`config.mk`:
```
export PLATFORM = sky130hd
export DESIGN_NAME = branch_prediction_buffer_flat
export DESIGN_NICKNAME = d
export VERILOG_FILES = /design/src/rtl/branch_prediction_buffer_if.sv /design/src/rtl/branch_prediction_buffer.sv /design/src/flat_wrapper.sv
export SDC_FILE = /design/constraint.sdc
export NUM_CORES = 1
export LEC_CHECK = 0
export CORE_MARGIN = 2
export CORE_UTILIZATION = 52
export DETAILED_ROUTE_END_ITERATION = 12
export GPL_ROUTABILITY_DRIVEN = 0
export PLACE_DENSITY = 0.77
export SYNTH_ARGS = -nofsm -noshare
export SYNTH_HDL_FRONTEND = slang
export SYNTH_SLANG_ARGS = --single-unit
```
`constraint.sdc`:
```
create_clock -name clk -period 2.3 [get_ports clk]
set_input_delay 0.345 -clock clk [delete_from_list [all_inputs] [get_ports clk]]
set_output_delay 0.345 -clock clk [all_outputs]
set_load 0.02 [all_outputs]
```
`src/rtl/branch_prediction_buffer_if.sv`:
```
// Branch prediction buffer ports: DU lookup (port A) and CDB train/lookup (port B).
// The master modport is the requester side (dispatch and CDB logic). The slave
// modport is the buffer.
interface branch_prediction_buffer_if #(
    parameter int DEPTH = 8
);
    localparam int ADDR = $clog2(DEPTH);

    // Port A: dispatch-unit lookup
    logic            du_branch;
    logic [ADDR-1:0] du_bpb_addr;
    logic            bpb_branch_prediction_du;

    // Port B: resolving branch on the CDB (training plus lookup)
    logic            cdb_branch;
    logic            cdb_branch_res;
    logic [ADDR-1:0] cdb_bpb_addr;
    logic            bpb_branch_prediction_cdb;

    modport master (
        output du_branch, du_bpb_addr,
        output cdb_branch, cdb_branch_res, cdb_bpb_addr,
        input  bpb_branch_prediction_du, bpb_branch_prediction_cdb
    );

    modport slave (
        input  du_branch, du_bpb_addr,
        input  cdb_branch, cdb_branch_res, cdb_bpb_addr,
        output bpb_branch_prediction_du, bpb_branch_prediction_cdb
    );
endinterface

```
`src/rtl/branch_prediction_buffer.sv`:
```
// Branch prediction buffer for the Tomasulo core.
// The buffer holds DEPTH saturating counters of WIDTH bits each, indexed by low PC bits.
// A counter predicts taken when its MSB is set.
// Port A gives the dispatch unit a zero-latency prediction.
// Port B trains one counter per cycle from the CDB. It also returns that
// counter's pre-update prediction for mispredict detection.
// Optional macro BPB_FORWARD_EN: a DU lookup that hits the index being trained
// in the same cycle sees the post-update counter.
// reset is asynchronous and active-low. While it is low, every counter is forced
// to weakly taken.
module branch_prediction_buffer #(
    parameter int DEPTH = 8,
    parameter int WIDTH = 2
) (
    input  logic                          clk,
    input  logic                          reset,
    branch_prediction_buffer_if.slave     bpb
);

    localparam logic [WIDTH-1:0] WEAK_TAKEN = WIDTH'(1) << (WIDTH - 1);
    localparam logic [WIDTH-1:0] CNT_MAX    = '1;
    localparam logic [WIDTH-1:0] CNT_MIN    = '0;

    logic [WIDTH-1:0] counters [DEPTH];

    logic [WIDTH-1:0] cdb_cur;
    logic [WIDTH-1:0] cdb_next;
    logic [WIDTH-1:0] du_cur;

    // Read the addressed counters and compute the saturated training value for port B.
    always_comb begin
        // NOTE: every output of this block gets a default first, so no path leaves it unassigned and no latch is inferred.
        cdb_cur  = counters[bpb.cdb_bpb_addr];
        du_cur   = counters[bpb.du_bpb_addr];
        cdb_next = cdb_cur;
        if (bpb.cdb_branch_res) begin
            if (cdb_cur != CNT_MAX) cdb_next = cdb_cur + WIDTH'(1);
        end else begin
            if (cdb_cur != CNT_MIN) cdb_next = cdb_cur - WIDTH'(1);
        end
    end

    // Counter storage: forced to weakly taken while in reset; otherwise one CDB-trained update per cycle.
    always_ff @(posedge clk or negedge reset) begin
        if (!reset) begin
            // NOTE: the counter array is a plain flop array rather than a RAM, so the whole array is reset.
            //       Every entry must start weakly taken.
            for (int i = 0; i < DEPTH; i++) begin
                counters[i] <= WEAK_TAKEN;
            end
        end else if (bpb.cdb_branch) begin
            // NOTE: non-blocking assignment, so readers in the same time step see the pre-edge value.
            counters[bpb.cdb_bpb_addr] <= cdb_next;
        end
    end

    // Port B prediction: pre-update MSB, gated by cdb_branch.
    always_comb begin
        bpb.bpb_branch_prediction_cdb = bpb.cdb_branch & cdb_cur[WIDTH-1];
    end

    // Port A prediction: gated by du_branch, optionally forwarding same-cycle training.
    always_comb begin
        bpb.bpb_branch_prediction_du = 1'b0;
        if (bpb.du_branch) begin
`ifdef BPB_FORWARD_EN
            if (bpb.cdb_branch && (bpb.du_bpb_addr == bpb.cdb_bpb_addr)) begin
                bpb.bpb_branch_prediction_du = cdb_next[WIDTH-1];
            end else begin
                bpb.bpb_branch_prediction_du = du_cur[WIDTH-1];
            end
`else
            bpb.bpb_branch_prediction_du = du_cur[WIDTH-1];
`endif
        end
    end

endmodule

```
`src/flat_wrapper.sv`:
```
// flat-port wrapper written by rule: the top's interface ports become plain ports
module branch_prediction_buffer_flat 
#(
    parameter int DEPTH = 8,
    parameter int WIDTH = 2
)
  (clk, reset, bpb_du_branch, bpb_du_bpb_addr, bpb_cdb_branch, bpb_cdb_branch_res, bpb_cdb_bpb_addr, bpb_bpb_branch_prediction_du, bpb_bpb_branch_prediction_cdb);
  branch_prediction_buffer_if #(.DEPTH(DEPTH)) bpb_i ();
  input  logic clk;
  input  logic reset;
  input wire logic [$bits(bpb_i.du_branch)-1:0] bpb_du_branch;
  input wire logic [$bits(bpb_i.du_bpb_addr)-1:0] bpb_du_bpb_addr;
  input wire logic [$bits(bpb_i.cdb_branch)-1:0] bpb_cdb_branch;
  input wire logic [$bits(bpb_i.cdb_branch_res)-1:0] bpb_cdb_branch_res;
  input wire logic [$bits(bpb_i.cdb_bpb_addr)-1:0] bpb_cdb_bpb_addr;
  output wire logic [$bits(bpb_i.bpb_branch_prediction_du)-1:0] bpb_bpb_branch_prediction_du;
  output wire logic [$bits(bpb_i.bpb_branch_prediction_cdb)-1:0] bpb_bpb_branch_prediction_cdb;
  assign bpb_i.du_branch = bpb_du_branch;
  assign bpb_i.du_bpb_addr = bpb_du_bpb_addr;
  assign bpb_i.cdb_branch = bpb_cdb_branch;
  assign bpb_i.cdb_branch_res = bpb_cdb_branch_res;
  assign bpb_i.cdb_bpb_addr = bpb_cdb_bpb_addr;
  assign bpb_bpb_branch_prediction_du = bpb_i.bpb_branch_prediction_du;
  assign bpb_bpb_branch_prediction_cdb = bpb_i.bpb_branch_prediction_cdb;
  branch_prediction_buffer #(.DEPTH(DEPTH), .WIDTH(WIDTH)) u_core (.clk(clk), .reset(reset), .bpb(bpb_i));
endmodule
```
==> impl_results.md <==
* Synthesized-area fraction occupied by adder cells at 2.53%
* Yosys reg bits at 16
* Crit start category: input pin
* Ant diodes at 0
* Total wire length at 1960 microns
* Final HPWL DP at 1520 microns
* CP Capture Type: primary output
* Required time of the critical path at 1.96 ns
* DRT iter0 DRCs at 33
* Tcrit/Tclk final at 91.7%
* Syn_nets at 101
* CP max stage delay at 0.54 ns
* Worst min path class: input pin to async pin
* Sequential cell area fraction in the yosys report at 46.1%
* Max Cap Viol at 0
* Leakage at 0.481 nW
* H-tree level count at 1
* Worst skew pair latency at between 0.2 and 0.3 ns
* Layout Skew at 0.00405 ns
* Slack of the critical path at between 0.15 and 0.2 ns
* Setup bufs post-CTS at 0
* Worst-Margin Slew at 0.683 ns
* CTS Buffer Depth at 2
* Initial antenna violation count at 0
* DR pass1 iterations at 4
* Worst path arrival time at 1.76 ns
* CTS tree: yes
* FP Rows at 14
* DRC viols at 0
* Total GRT Usage at approximately 22%
* Biggest register: u_core.counters
* Area grow syn2layout at 25.6%
* Regs by FF count: u_core.counters x16
* Synth Area in XOR/XNOR at 0%
* Multiplexer share of the synthesized area at 10.8%
* IO buf count at 12
* Max IR drop VDD at 574 uV
* Largest net degree at the start of global routing at 17
* Outcome: finished clean
* Compound-cell area share of the yosys netlist at 18.8%
* Setup violations, final at 0
* Most frequent cells in the layout: nand2_1, o21ai_1, buf_4
* Global-route wire length before repair at approximately 3300 microns
* Die X-Extent at ~45 microns
* DR vias at roughly 760
* Top Family by Delay on Critical Path: simple AND/OR/NAND/NOR gates
* Hold WS at 0.471 ns
* Netlist cell types at 24
* CTS Buf Count at 3
* RSZ-0062 raised after global routing: no
* Clock Sink Count at 16
* Commonest non-fill, non-tap cell in the layout: nand2_1
* Total power per unit cell area at between 700 and 800 mW/mm^2
* Number of global-route vias before repair at 732
* Mean number of vias per cell at 5.85
* Max reg flops at 16
* CP Max Fanout at 2
* Remaining global-route overflow at 0
* CTS Root Cell: clkbuf_4
* DIE AREA at between 0.002 and 0.0025 sq mm
* Routed wire per std cell at 15.0 microns
* Place WS at -0.359 ns
* Slew headroom at 54.4%
* Fraction of layout instances using a drive strength above 1 at 28.1%
* Slowest-stage cell, CP: or4b_4
* Post-Synthesis Cells at 90
* Core Area at ~0.0016 sq mm
* Max Slew Vio Count at 0
* Initial Util at 57.1%
* Nets at ~130
* Combinational family with the most area after synthesis: compound AO/OA/AOI/OAI gates
* Post-DP Area at 0.00109 sq mm
* Final Critical Period at 2.11 ns
* Simple-gate share of the synthesized area at 17.6%
* Max Freq at 474 MHz
* Die Y at 45.4 microns
* Hold Vio Cnt, Final at 0
* Antenna Nets Post-Route at 0
* Worst setup path class: input pin to primary output
* Design Area, Final at about 0.0011 sq mm
* # IOs at 13
* Clock-pin slew on the worst setup and hold paths at 0.10 ns
* Mapped Area at roughly 890 sq um
* Crit path cell chain: clkdlybuf4s50_1 > or4b_4 > o311ai_2 > a21oi_2 > nor2b_1 > clkbuf_2
* Syn avg cell area at 9.88 sq um
* CP Buf/Inv Count at 2
* Synth warnings at 0
cells by family (layout without fill, tap and decap cells):
| group | after synthesis | after routing |
|---|---|---|
| AO/OA/AOI/OAI | 25 | 25 |
| adder cells (fa/ha/maj) | 2 | 2 |
| buffers and inverters | 7 | 31 |
| flip-flops | 16 | 16 |
| multiplexers | 7 | 7 |
| AND/OR/NAND/NOR | 33 | 33 |
path summary, 6_finish.rpt:
path	startpoint	end	slack (ns)	cells after the start
worst max-delay path	bpb_cdb_bpb_addr[0]	bpb_bpb_branch_prediction_cdb	0.19	6
worst min register to register	u_core.counters[9]$_DFFE_PN1P_	u_core.counters[9]$_DFFE_PN1P_	0.48	2
worst max register to register	u_core.counters[15]$_DFFE_PN1P_	u_core.counters[15]$_DFFE_PN1P_	0.35	6
worst min-delay path	reset	u_core.counters[4]$_DFFE_PN0P_	0.47	1
max in group asynchronous	reset	u_core.counters[12]$_DFFE_PN0P_	1.39	1
min in group clk	u_core.counters[9]$_DFFE_PN1P_	u_core.counters[9]$_DFFE_PN1P_	0.48	2
routing by layer:
metal	track usage [%]	wire length, microns	up-vias
met1	29.4	920	360
met5	0	0	-
li1	-	-	379
met3	2.80	104	2
met2	38.3	917	20
met4	3.53	13	0
repair_timing:
action | CTS | global route
cloned | 0 | 0
endpoints found under the hold margin | 0 | 0
endpoints found under the setup margin | 2 | 1
pin swaps | 0 | 0
resized for setup | 5 | 2
hold buffers | 0 | 0
power breakdown:
| part | switching (W) | internal [W] | total (W) |
|---|---|---|---|
| Combinational | 0.000125 | 0.000125 | 0.000249 |
| Sequential | 0.0000576 | 0.000386 | 0.000443 |
| Clock | 0.0000878 | 0.0000961 | 0.000184 |
metrics by stage:
| step | utilization [%] | instances | setup TNS, ns | power (W) |
|---|---|---|---|---|
| 2_1_floorplan | - | 90 | 0 | 0.000597 |
| 3_3_place_gp | 70.0 | 126 | -0.681 | 0.000692 |
| 3_5_place_dp | 70.0 | 126 | -1.14 | 0.000706 |
| 4_1_cts | 71.9 | 130 | 0 | 0.000882 |
| 5_1_grt | 71.7 | 130 | 0 | 0.000928 |
| 6_report | 71.7 | 130 | 0 | 0.000876 |
cell usage after synthesis:
cell,n,area share [%]
nor2b_1,5,3.5
maj3_2,2,2.5
buf_6,1,1.3
nor2_1,1,0.42
mux2i_1,4,4.5
o311ai_2,1,1.8
a21boi_0,1,0.84
nand3_1,4,2.3
buf_2,2,1.1
a311o_1,1,1.1
dfrtp_1,8,23
dfstp_2,8,24
a221o_1,2,2.3
o21ai_1,16,9.0
nand4_1,2,1.4
a211oi_1,1,0.84
mux4_2,2,5.1
a21oi_2,1,0.98
a311oi_1,1,0.98
o32ai_1,1,0.98
inv_1,4,1.7
nand2_1,20,8.4
mux2_2,1,1.3
or4b_4,1,1.5
layout make-up:
type / count / area, sq um
repair buffers: 23 / 193
flip-flops and latches: 16 / 410
inverters: 4 / 15.0
well taps: 16 / 20.0
clock buffers: 4 / 36.3
fillers: 128 / 442
multi-input cells: 67 / 443
(Power assumes the default switching activity.)
